### src/rtl/serial_config_scheduler_if.sv
// Request, shifter and status signals shared by the
// configuration scheduler and whatever drives it.
interface serial_config_scheduler_if #(
  parameter int CNT_W = 16
);
  logic             host_req;
  logic             scrub_tick;
  logic             scrub_en;
  logic             alt_en;
  logic             comm_busy;
  logic             ser_busy;
  logic             ser_done;
  logic             ser_start;
  logic             cfg_sel;
  logic             sched_busy;
  logic             err_timeout;
  logic [CNT_W-1:0] prog_count;
  logic [CNT_W-1:0] scrub_count;
  logic [CNT_W-1:0] drop_count;

  modport master (
    output host_req, scrub_tick, scrub_en, alt_en,
    output comm_busy, ser_busy, ser_done,
    input  ser_start, cfg_sel, sched_busy, err_timeout,
    input  prog_count, scrub_count, drop_count
  );

  modport slave (
    input  host_req, scrub_tick, scrub_en, alt_en,
    input  comm_busy, ser_busy, ser_done,
    output ser_start, cfg_sel, sched_busy, err_timeout,
    output prog_count, scrub_count, drop_count
  );
endinterface

### src/rtl/serial_config_scheduler.sv
// Arbitrates host and scrub reprogramming runs of the TDC
// serial shifter, with I2C hold-off, watchdog and counters.
module serial_config_scheduler #(
  parameter logic [23:0] TIMEOUT_CYCLES = 24'd8000000,
  parameter logic [15:0] GAP_CYCLES     = 16'd1000,
  parameter int          CNT_W          = 16
) (
  input logic                      clkin,
  input logic                      rst,
  serial_config_scheduler_if.slave bus
);

  typedef enum logic [2:0] {
    IDLE, HOLD, START, RUN, GAP
  } state_t;

  state_t           state, state_nx;
  logic             host_pend, scrub_pend;
  logic             run_scrub, cfg_sel, err_to;
  logic [CNT_W-1:0] prog_cnt, scrub_cnt, drop_cnt;
  logic [23:0]      wd;
  logic [15:0]      gap;
  logic             scrub_req;
  logic             pick_host, pick_scrub;
  logic             done_ev, to_ev;
  logic             host_drop, scrub_drop;
  logic [CNT_W:0]   drop_sum;
  logic             unused;

  // ser_busy is informational only; completion is ser_done.
  assign unused = bus.ser_busy;

  assign scrub_req = bus.scrub_tick & bus.scrub_en;

  // A pulse landing on a flag that is being consumed this
  // cycle re-arms it rather than counting as a merge.
  assign host_drop  = bus.host_req & host_pend & ~pick_host;
  assign scrub_drop = scrub_req & scrub_pend
                    & ~(pick_host | pick_scrub);
  assign drop_sum   = {1'b0, drop_cnt}
                    + (CNT_W + 1)'(host_drop)
                    + (CNT_W + 1)'(scrub_drop);

  function automatic logic [CNT_W-1:0] sat_inc(
    input logic [CNT_W-1:0] c
  );
    return (c == '1) ? c : c + 1'b1;
  endfunction

  // Next-state and per-cycle event decode.
  always_comb begin
    state_nx   = state;
    pick_host  = 1'b0;
    pick_scrub = 1'b0;
    done_ev    = 1'b0;
    to_ev      = 1'b0;
    unique case (state)
      IDLE: begin
        if (host_pend | scrub_pend | bus.host_req | scrub_req)
          state_nx = HOLD;
      end
      HOLD: begin
        if (!bus.comm_busy) begin
          if (host_pend) begin
            pick_host = 1'b1;
            state_nx  = START;
          end else if (scrub_pend) begin
            pick_scrub = 1'b1;
            state_nx   = START;
          end else begin
            state_nx = IDLE;
          end
        end
      end
      START: state_nx = RUN;
      RUN: begin
        if (bus.ser_done) begin
          done_ev  = 1'b1;
          state_nx = GAP;
        end else if (wd <= 24'd1) begin
          to_ev    = 1'b1;
          state_nx = GAP;
        end
      end
      GAP: begin
        if (gap == 16'd0) state_nx = IDLE;
      end
      default: state_nx = IDLE;
    endcase
  end

  // State register.
  always_ff @(posedge clkin or posedge rst) begin
    if (rst) state <= IDLE;
    else     state <= state_nx;
  end

  // Pending flags, timers, run source and status counters.
  always_ff @(posedge clkin or posedge rst) begin
    if (rst) begin
      host_pend  <= 1'b0;
      scrub_pend <= 1'b0;
      run_scrub  <= 1'b0;
      cfg_sel    <= 1'b0;
      err_to     <= 1'b0;
      prog_cnt   <= '0;
      scrub_cnt  <= '0;
      drop_cnt   <= '0;
      wd         <= '0;
      gap        <= '0;
    end else begin
      host_pend  <= bus.host_req | (host_pend & ~pick_host);
      scrub_pend <= scrub_req
                  | (scrub_pend & ~(pick_host | pick_scrub));
      if (pick_host | pick_scrub) run_scrub <= pick_scrub;

      if (state == START)
        wd <= TIMEOUT_CYCLES - 24'd1;
      else if (state == RUN && wd != 24'd0)
        wd <= wd - 24'd1;

      if (done_ev | to_ev)
        gap <= (GAP_CYCLES == 16'd0) ? 16'd0
                                     : GAP_CYCLES - 16'd1;
      else if (state == GAP && gap != 16'd0)
        gap <= gap - 16'd1;

      if (done_ev) begin
        prog_cnt <= sat_inc(prog_cnt);
        if (run_scrub) scrub_cnt <= sat_inc(scrub_cnt);
        if (run_scrub && bus.alt_en) cfg_sel <= ~cfg_sel;
      end
      if (to_ev) err_to <= 1'b1;

      if (drop_sum[CNT_W]) drop_cnt <= '1;
      else                 drop_cnt <= drop_sum[CNT_W-1:0];
    end
  end

  assign bus.ser_start   = (state == START);
  assign bus.sched_busy  = (state != IDLE);
  assign bus.cfg_sel     = cfg_sel;
  assign bus.err_timeout = err_to;
  assign bus.prog_count  = prog_cnt;
  assign bus.scrub_count = scrub_cnt;
  assign bus.drop_count  = drop_cnt;

endmodule

### src/flat_wrapper.sv
// flat-port wrapper written by rule: the top's interface ports become plain ports
module serial_config_scheduler_flat 
#(
  parameter logic [23:0] TIMEOUT_CYCLES = 24'd8000000,
  parameter logic [15:0] GAP_CYCLES     = 16'd1000,
  parameter int          CNT_W          = 16
)
  (clkin, rst, bus_host_req, bus_scrub_tick, bus_scrub_en, bus_alt_en, bus_comm_busy, bus_ser_busy, bus_ser_done, bus_ser_start, bus_cfg_sel, bus_sched_busy, bus_err_timeout, bus_prog_count, bus_scrub_count, bus_drop_count);
  serial_config_scheduler_if #(.CNT_W(CNT_W)) bus_i ();
  input logic clkin;
  input logic rst;
  input wire logic [$bits(bus_i.host_req)-1:0] bus_host_req;
  input wire logic [$bits(bus_i.scrub_tick)-1:0] bus_scrub_tick;
  input wire logic [$bits(bus_i.scrub_en)-1:0] bus_scrub_en;
  input wire logic [$bits(bus_i.alt_en)-1:0] bus_alt_en;
  input wire logic [$bits(bus_i.comm_busy)-1:0] bus_comm_busy;
  input wire logic [$bits(bus_i.ser_busy)-1:0] bus_ser_busy;
  input wire logic [$bits(bus_i.ser_done)-1:0] bus_ser_done;
  output wire logic [$bits(bus_i.ser_start)-1:0] bus_ser_start;
  output wire logic [$bits(bus_i.cfg_sel)-1:0] bus_cfg_sel;
  output wire logic [$bits(bus_i.sched_busy)-1:0] bus_sched_busy;
  output wire logic [$bits(bus_i.err_timeout)-1:0] bus_err_timeout;
  output wire logic [$bits(bus_i.prog_count)-1:0] bus_prog_count;
  output wire logic [$bits(bus_i.scrub_count)-1:0] bus_scrub_count;
  output wire logic [$bits(bus_i.drop_count)-1:0] bus_drop_count;
  assign bus_i.host_req = bus_host_req;
  assign bus_i.scrub_tick = bus_scrub_tick;
  assign bus_i.scrub_en = bus_scrub_en;
  assign bus_i.alt_en = bus_alt_en;
  assign bus_i.comm_busy = bus_comm_busy;
  assign bus_i.ser_busy = bus_ser_busy;
  assign bus_i.ser_done = bus_ser_done;
  assign bus_ser_start = bus_i.ser_start;
  assign bus_cfg_sel = bus_i.cfg_sel;
  assign bus_sched_busy = bus_i.sched_busy;
  assign bus_err_timeout = bus_i.err_timeout;
  assign bus_prog_count = bus_i.prog_count;
  assign bus_scrub_count = bus_i.scrub_count;
  assign bus_drop_count = bus_i.drop_count;
  serial_config_scheduler #(.TIMEOUT_CYCLES(TIMEOUT_CYCLES), .GAP_CYCLES(GAP_CYCLES), .CNT_W(CNT_W)) u_core (.clkin(clkin), .rst(rst), .bus(bus_i));
endmodule
### config.mk
export PLATFORM = sky130hd
export DESIGN_NAME = serial_config_scheduler_flat
export DESIGN_NICKNAME = d
export VERILOG_FILES = /design/src/rtl/serial_config_scheduler_if.sv /design/src/rtl/serial_config_scheduler.sv /design/src/flat_wrapper.sv
export SDC_FILE = /design/constraint.sdc
export NUM_CORES = 1
export LEC_CHECK = 0
export CAP_MARGIN = 20
export CORE_ASPECT_RATIO = 0.5
export CORE_MARGIN = 4
export CORE_UTILIZATION = 45
export DETAILED_ROUTE_END_ITERATION = 10
export PLACE_DENSITY = 0.77
export SLEW_MARGIN = 30
export SYNTH_ARGS = -nofsm -noshare
export SYNTH_HDL_FRONTEND = slang
export SYNTH_SLANG_ARGS = --single-unit
### constraint.sdc
create_clock -name clkin -period 3.5 [get_ports clkin]
set_input_delay 0.35 -clock clkin [delete_from_list [all_inputs] [get_ports clkin]]
set_output_delay 0.35 -clock clkin [all_outputs]
set_load 0.05 [all_outputs]
==> parameters.txt, run 1 <==
Parameter                              Value

Outcome
  Status ... complete, no violations

Die
  Die boundary width ... about 160 µm
  Top-level I/O count ... between 60 and 70
  CORE AREA ... around 10,000 µm²
  Die Outline Area ... approximately 13,000 µm²
  Die height ... approximately 80 µm
  Effective utilization at floorplan ... between 40 and 50%
  Placement Rows ... 26

Timing
  Unrepaired setup endpoints after global routing ... no
  Min Hold Slack ... about 0.48 ns
  Final Skew ... just over 0.009 ns
  Period utilisation layout ... between 80 and 90%
  Highest clock frequency the design can meet ... roughly 0.36 GHz
  Max-slew violation count ... 0
  Final number of hold-violating endpoints ... 0
  Headroom to the max-slew limit ... 42.0%
  Min Tclk post-route ... between 2 and 3 ns
  # setup viols final ... 0
  Worst-margin pin slew ... 0.863 ns
  Post-Route Setup TNS ... 0 ns

Yosys
  Syn Std Cell Area ... 4900 µm²
  Number of enable flip-flop cells after synthesis ... 0
  Ys Warns ... 0
  Synth cell types ... 54
  Post-synthesis sequential element count ... 96
  Synth Flop Type ... sky130_fd_sc_hd__dfrtp_1
  Cell count after synthesis ... around 480
  Async SR Flop Fraction ... between 90% and 100%
  Part of the Yosys area used for sequential elements ... 49.0%
  Net count after synthesis ... about 500
  Mean instance size in the synthesized netlist ... ~10 µm²

Hold path
  Min-Delay Path Class ... register to register
  Hold Path Stages ... 1

Clock tree
  # H-tree levels ... 3
  Clock latency reported for the late side of the worst-skew pair ... 0.35 ns
  Number of clock buffers inserted by TritonCTS ... 9
  Clock-pin slew reported for the worst setup and hold paths after clock tree synthesis ... ~0.070 ns
  Worst-case clock buffer depth ... 2
  TritonCTS clock tree ... built
  CTS root buffer ... sky130_fd_sc_hd__clkbuf_16
  Post-CTS sizing ... 0
  Count of hold buffers inserted by post-cts repair ... 0
  Number of clock sinks ... 96
  Setup Fix Bufs, Post-CTS ... 0

Route
  DRC errors left ... 0
  Via Count ... about 3.8k
  Detail-routed net length per standard cell ... ~15 µm
  Drt pass-1 iters ... 4
  Remaining antenna violation count after routing ... 0
  Number of vias per cell ... 5.57
  Initial DRC count ... around 210
  Detailed Route WL ... roughly 10,000 µm

Final layout
  Most frequent cells in the layout ... sky130_fd_sc_hd__dfrtp_1 (96), sky130_fd_sc_hd__clkdlybuf4s50_1 (59), sky130_fd_sc_hd__nand2_1 (53), sky130_fd_sc_hd__xnor2_1 (41), sky130_fd_sc_hd__nor2_1 (31)
  Cell area after layout ... just under 6000 µm²
  Area growth from synthesis to layout ... 21.7%
  Number of inserted diodes ... 0
  Fillers ... roughly 860
  Count of nets after finishing ... approximately 560
  Most frequent standard cell in the layout excluding fill and tap cells ... sky130_fd_sc_hd__dfrtp_1
  Fraction of layout cells with a size suffix above 1 ... under 10%

Job
  Max-capacitance violation count ... 0

Place
  # port buffers ... between 50 and 60
  DP Wirelength ... 7180 µm
  Placed instance area ... between 5000 and 6000 µm²
  Weighted congestion at the end of routability-driven global placement ... between 0.8 and 0.9

Worst setup path
  WS Path Type ... register to output pin
  CP startpoint kind ... register
  Endpoint class of the critical path ... output pin
  Arrival time of the worst setup path ... ~2.5 ns
  Data required, critical path ... around 3.2 ns
  Reg2reg path depth ... 10
  Largest driver fanout on the critical path ... 16

GRT
  Global-route congestion overflow total ... 0
  Global-route wire length before repair ... between 15,000 and 20,000 µm
  Number of global-route vias before repair ... 3,727
  Largest net degree at the start of global routing ... 61
  Overall global routing resource usage ... about 18%
  Initial antenna violation count ... 0

Pwr
  Static leakage power ... roughly 2.4 nW
  IR drop worst, VDD ... roughly 0.00058 V
  Power per cell area ... approximately 600 nW/µm²
==> path summary, 6_finish.rpt <==
check                                                    from                                    to  slack, ns
max                               u_core.state[1]$_DFFE_PP0P_                         bus_ser_start       0.69
min                        u_core.bus.err_timeout$_DFFE_PP0P_    u_core.bus.err_timeout$_DFFE_PP0P_       0.48
max reg2reg                       u_core.state[1]$_DFFE_PP0P_    u_core.bus.drop_count[8]$_DFF_PP0_       0.76
min reg2reg                u_core.bus.err_timeout$_DFFE_PP0P_    u_core.bus.err_timeout$_DFFE_PP0P_       0.48
max in group asynchronous                                 rst             u_core.gap[5]$_DFFE_PP0P_       2.36
min in group asynchronous                                 rst  u_core.bus.prog_count[1]$_DFFE_PP0P_       0.50
==> flip-flops by register name, indices dropped and copies added (netlist names) <==
name and cells:
u_core.scrub_pend 1, u_core.host_pend 1, u_core.wd 24, u_core.bus.err_timeout 1
u_core.bus.drop_count 16, u_core.bus.scrub_count 16, u_core.bus.prog_count 16, u_core.state 3
u_core.gap 16, u_core.run_scrub 1, u_core.bus.cfg_sel 1
==> area by class of cell <==
type | instances | area (µm²) | share of cell area, %
well taps | 140 | 175 | 2.94
inverters | 14 | 55.1 | 0.923
flip-flops and latches | 96 | 2400 | 40.3
repair buffers | 64 | 641 | 10.7
clock inverters | 7 | 86.3 | 1.45
clock buffers | 9 | 225 | 3.78
multi-input cells | 357 | 2380 | 39.9
==> kinds of logic (layout without fill, tap and decap cells) <==
kind of cell	after synthesis	after routing	synth area share, %
xor+xnor	59	59	10.5
simple gates	212	212	23.6
fa+ha+maj	8	8	2.19
compound gates	71	71	10.6
flops	96	96	49.0
buf+inv	29	94	2.42
mux	7	7	1.58
==> metal layers <==
metal  vias to the layer above  share of wire, %  global-route usage, %
li1                       1868                 -                      -
met1                      1884                47                   23.2
met2                        61                48                   29.0
met3                        12               3.0                   4.37
met4                         0               1.0                   4.98
met5                         -                 0                      0
==> report_power, final <==
group,internal [mW],switching (mW)
logic,0.392,0.727
clock network,0.569,0.449
registers,1.27,0.200
total,2.23,1.38
==> cell usage after synthesis (3+ instances only) <==
cell type                   instances  area [µm²]
sky130_fd_sc_hd__a21oi_1           16        80.1
sky130_fd_sc_hd__a2111oi_0          6        52.6
sky130_fd_sc_hd__or2_2              3        18.8
sky130_fd_sc_hd__o31ai_1            5        37.5
sky130_fd_sc_hd__nor3b_1            3        22.5
sky130_fd_sc_hd__nor3_1            13        65.1
sky130_fd_sc_hd__nor2_1            31         116
sky130_fd_sc_hd__mux2_2             6        67.6
sky130_fd_sc_hd__ha_1               7        87.6
sky130_fd_sc_hd__nand4_1           18         113
sky130_fd_sc_hd__nand3_1           25         125
sky130_fd_sc_hd__xor2_1            18         158
sky130_fd_sc_hd__o21ai_1            3        15.0
sky130_fd_sc_hd__xnor2_1           41         359
sky130_fd_sc_hd__nand2b_1           8        50.1
sky130_fd_sc_hd__a21o_1             3        22.5
sky130_fd_sc_hd__and3_1             7        43.8
sky130_fd_sc_hd__and4_1             6        52.6
sky130_fd_sc_hd__or3_1             13        81.3
sky130_fd_sc_hd__a211oi_1          12        90.1
sky130_fd_sc_hd__o211ai_1           3        22.5
sky130_fd_sc_hd__or4_1             13        97.6
sky130_fd_sc_hd__inv_1             14        52.6
sky130_fd_sc_hd__a31oi_1            7        43.8
sky130_fd_sc_hd__o21ai_0            5        25.0
sky130_fd_sc_hd__nand2_1           53         199
sky130_fd_sc_hd__dfrtp_1           96        2400
sky130_fd_sc_hd__clkbuf_1          12        45.0
==> through the flow <==
step                power [mW]  worst slack [ns]  instances  util [%]
detailed placement        2.61             0.414        671      54.3
finish                    3.61             0.694        687      57.3
global placement          2.59             0.480        671      54.3
global route              3.82             0.497        687      57.3
CTS                       3.65             0.675        687      57.3
floorplan                 2.24             0.645        482         -
==> worst max-delay path, stage by stage, from the launching register on <==
cell                              delay, ns
sky130_fd_sc_hd__dfrtp_1               0.43
sky130_fd_sc_hd__inv_1                 0.09
sky130_fd_sc_hd__nor2_1                0.21
sky130_fd_sc_hd__nand2b_1              0.39
sky130_fd_sc_hd__inv_1                 0.18
sky130_fd_sc_hd__clkdlybuf4s50_1       0.82
Note: power is estimated with default switching activity, not from simulation.
==> run 2: changes to the inputs <==
--- a/config.mk
+++ b/config.mk
@@ -10,7 +10,7 @@
 export CORE_MARGIN = 4
 export CORE_UTILIZATION = 45
 export DETAILED_ROUTE_END_ITERATION = 10
-export PLACE_DENSITY = 0.77
+export PLACE_DENSITY = 0.79
 export SLEW_MARGIN = 30
 export SYNTH_ARGS = -nofsm -noshare
 export SYNTH_HDL_FRONTEND = slang
==> constraint.sdc (replaced) <==
create_clock -name clkin -period 2.4 [get_ports clkin]
set_input_delay 0.24 -clock clkin [delete_from_list [all_inputs] [get_ports clkin]]
set_output_delay 0.24 -clock clkin [all_outputs]
set_load 0.05 [all_outputs]
==> parameters.txt, run 2 (synthesized netlist as in run 1, its figures left out) <==
Parameter                              Value

Clock tree
  Clock-pin slew reported for the worst setup and hold paths after clock tree synthesis ... 0.07 ns (about the same)
  Count of hold buffers inserted by post-cts repair ... 0 (unchanged)
  Worst-case clock buffer depth ... 2 (unchanged)
  CTS root buffer ... sky130_fd_sc_hd__clkbuf_16 (unchanged)
  # H-tree levels ... 3 (unchanged)
  TritonCTS clock tree ... built (unchanged)
  Number of clock buffers inserted by TritonCTS ... 9 (unchanged)
  Number of clock sinks ... 96 (unchanged)
  Clock latency reported for the late side of the worst-skew pair ... 0.34 ns (was 0.35 ns)

Final layout
  Most frequent standard cell in the layout excluding fill and tap cells ... sky130_fd_sc_hd__dfrtp_1 (unchanged)
  Most frequent cells in the layout ... sky130_fd_sc_hd__dfrtp_1 (96), sky130_fd_sc_hd__clkdlybuf4s50_1 (58), sky130_fd_sc_hd__nand2_1 (52), sky130_fd_sc_hd__xnor2_1 (41), sky130_fd_sc_hd__buf_4 (31) (was sky130_fd_sc_hd__dfrtp_1 (96), sky130_fd_sc_hd__clkdlybuf4s50_1 (59), sky130_fd_sc_hd__nand2_1 (53), sky130_fd_sc_hd__xnor2_1 (41), sky130_fd_sc_hd__nor2_1 (31))
  Number of inserted diodes ... 0 (unchanged)
  Count of nets after finishing ... 589 (was 559)
  Register with the most flip-flops ... u_core.wd (unchanged)
  Area growth from synthesis to layout ... 29.5% (was 21.7%)
  Max reg flops ... 24 (unchanged)
  Fillers ... 807 (was 863)
  Final cell count without fillers ... 717 (was 687)
  Fraction of layout cells with a size suffix above 1 ... 15.8% (was 7.31%)
  Cell area after layout ... 6350 µm² (was 5970 µm²)

Worst setup path
  Arrival time of the worst setup path ... 2.57 ns (was 2.46 ns)
  Largest driver fanout on the critical path ... 4 (was 16)
  Critical path's largest stage delay ... 0.63 ns (was 0.82 ns)
  Endpoint class of the critical path ... register (was output pin)
  CP Cell Sequence ... or4_4, or4_4, buf_12, or4_1, nand2_1 (was inv_1, nor2_1, nand2b_1, inv_1, clkdlybuf4s50_1)
  Reg2reg path depth ... 5 (was 10)
  Cell with the largest stage delay on the worst path ... sky130_fd_sc_hd__or4_4 (was sky130_fd_sc_hd__clkdlybuf4s50_1)
  Critical path's most frequent cell ... sky130_fd_sc_hd__or4_4 (was sky130_fd_sc_hd__inv_1)
  Worst Setup SP ... u_core.wd[14]$_DFFE_PP0P_ (was u_core.state[1]$_DFFE_PP0P_)
  Data required, critical path ... 2.68 ns (was 3.15 ns)
  CP startpoint kind ... register (unchanged)
  WS Path Type ... register to register (was register to output pin)
  Launching point of the worst reg2reg path ... u_core.wd[14]$_DFFE_PP0P_ (was u_core.state[1]$_DFFE_PP0P_)

Timing
  Unrepaired setup endpoints after global routing ... yes (was no)
  Period utilisation layout ... 95.7%
  Highest clock frequency the design can meet ... 0.435 GHz
  Post-Route Setup TNS ... 0 ns (unchanged)
  Final number of hold-violating endpoints ... 0 (unchanged)
  # setup viols final ... 0 (unchanged)
  Min Tclk post-route ... 2.30 ns
  Headroom to the max-slew limit ... 56.6% (was 42.0%)
  Final Skew ... 0.00658 ns (was 0.00908 ns)
  Final Worst Setup Slack ... 0.103 ns (was 0.694 ns)
  Max-slew violation count ... 0 (unchanged)
  Worst-margin pin slew ... 0.650 ns (was 0.863 ns)

Pwr
  IR drop worst, VDD ... 0.000908 V (was 0.000577 V)
  Clock power share ... 28.4% (was 28.2%)
  Relative contribution of sequential cells to total power ... 38.0% (was 40.8%)
  Internal power ... 3.55 mW (was 2.23 mW)
  Final total power ... 5.61 mW (was 3.61 mW)
  Switching power share of the total ... 36.8% (was 38.1%)
  Static leakage power ... 2.54 nW (was 2.36 nW)
  Total net switching power ... 2.06 mW (was 1.38 mW)
  Power per cell area ... 883 nW/µm² (was 605 nW/µm²)
  Relative contribution of combinational cells to total power ... 33.6% (was 31.0%)

GRT
  Overall global routing resource usage ... 18.1% (was 17.5%)
  Number of global-route vias before repair ... 3,990 (was 3,727)
  Global-route congestion overflow total ... 0 (unchanged)
  Global-route wire length before repair ... 18,800 µm (was 17,900 µm)
  Initial antenna violation count ... 0 (unchanged)
  Largest net degree at the start of global routing ... 42 (was 61)

Die
  Die height ... 81.8 µm (unchanged)
  CORE AREA ... 10,400 µm² (unchanged)
  Die boundary width ... 156 µm (unchanged)
  Placement Rows ... 26 (unchanged)
  Effective utilization at floorplan ... 47.1% (unchanged)
  Die Outline Area ... 12,700 µm² (unchanged)
  Top-level I/O count ... 61 (unchanged)

Route
  DRC errors left ... 0 (unchanged)
  Remaining antenna violation count after routing ... 0 (unchanged)
  Detail-routed net length per standard cell ... 15.5 µm (was 15.0 µm)
  Drt pass-1 iters ... 4 (unchanged)
  Via Count ... 3,933 (was 3,825)
  Initial DRC count ... 254 (was 208)
  Number of vias per cell ... 5.49 (was 5.57)
  Detailed Route WL ... 11,100 µm (was 10,300 µm)

Hold path
  Min-Delay Path Class ... input port to asynchronous set/reset pin (was register to register)

Place
  DP Wirelength ... 7700 µm (was 7180 µm)
  # port buffers ... 59 (unchanged)
  Placed instance count ... 699 (was 671)
  Weighted congestion at the end of routability-driven global placement ... 0.850 (was 0.834)
  Placed instance area ... 5900 µm² (was 5650 µm²)
  DP Worst Slack ... -0.257 ns (was 0.414 ns)

Outcome
  Status ... complete, no violations (unchanged)

Job
  Max-capacitance violation count ... 0 (unchanged)
[run 2: area by class of cell]
type / instances / area, µm² / share of cell area, %
well taps: 140 / 175 / 2.76
flip-flops and latches: 96 / 2400 / 37.8
multi-input cells: 358 / 2480 / 39.1
clock buffers: 11 / 253 / 3.98
repair buffers: 93 / 893 / 14.1
clock inverters: 5 / 85.1 / 1.34
inverters: 14 / 56.3 / 0.887
[run 2: power by group through the flow]
stage               Sequential (mW)  Clock [mW]  Combinational [mW]
finish                         2.13        1.59                1.88
global route                   2.17        1.69                2.02
detailed placement             2.14           0                1.82
global placement               2.13           0                1.77
CTS                            2.12        1.62                1.84
floorplan                      2.51           0               0.763
[run 2: path summary, 6_finish.rpt]
kind	end	slack, ns
worst max-delay path	u_core.wd[15]$_DFFE_PP0P_	0.10
worst min-delay path	u_core.bus.drop_count[15]$_DFF_PP0_	0.34
worst max register to register	u_core.wd[15]$_DFFE_PP0P_	0.10
worst min register to register	u_core.bus.err_timeout$_DFFE_PP0P_	0.47
max in group asynchronous	u_core.bus.scrub_count[8]$_DFFE_PP0P_	1.46
min in group clkin	u_core.bus.err_timeout$_DFFE_PP0P_	0.47
[run 2: timing repair]
action	CTS	global route
setup buffers	0	1
endpoints found under the setup margin	0	45
resized for setup	0	24
[run 2: worst max-delay path, delay by kind of cell (launching register included)]
kind	cells	cell delay, ns
simple gates	4	1.67
flops	1	0.39
buf+inv	1	0.16
[run 2: per-layer routing]
metal / part of all wire [%] / GRT usage, % / wire (µm)
met1: 47 / 23.5 / 5190
met2: 50 / 31.8 / 5510
met5: 0 / 0 / 0
met3: 2.7 / 3.47 / 295
met4: 0.82 / 4.72 / 91
[run 2: per-stage QoR]
step                      util, %  hold WS, ns
after floorplan                 -        0.332
after global placement       56.7        0.448
after detailed placement     56.7        0.456
after CTS                    59.9        0.353
after global routing         61.0        0.407
final                        61.0        0.340
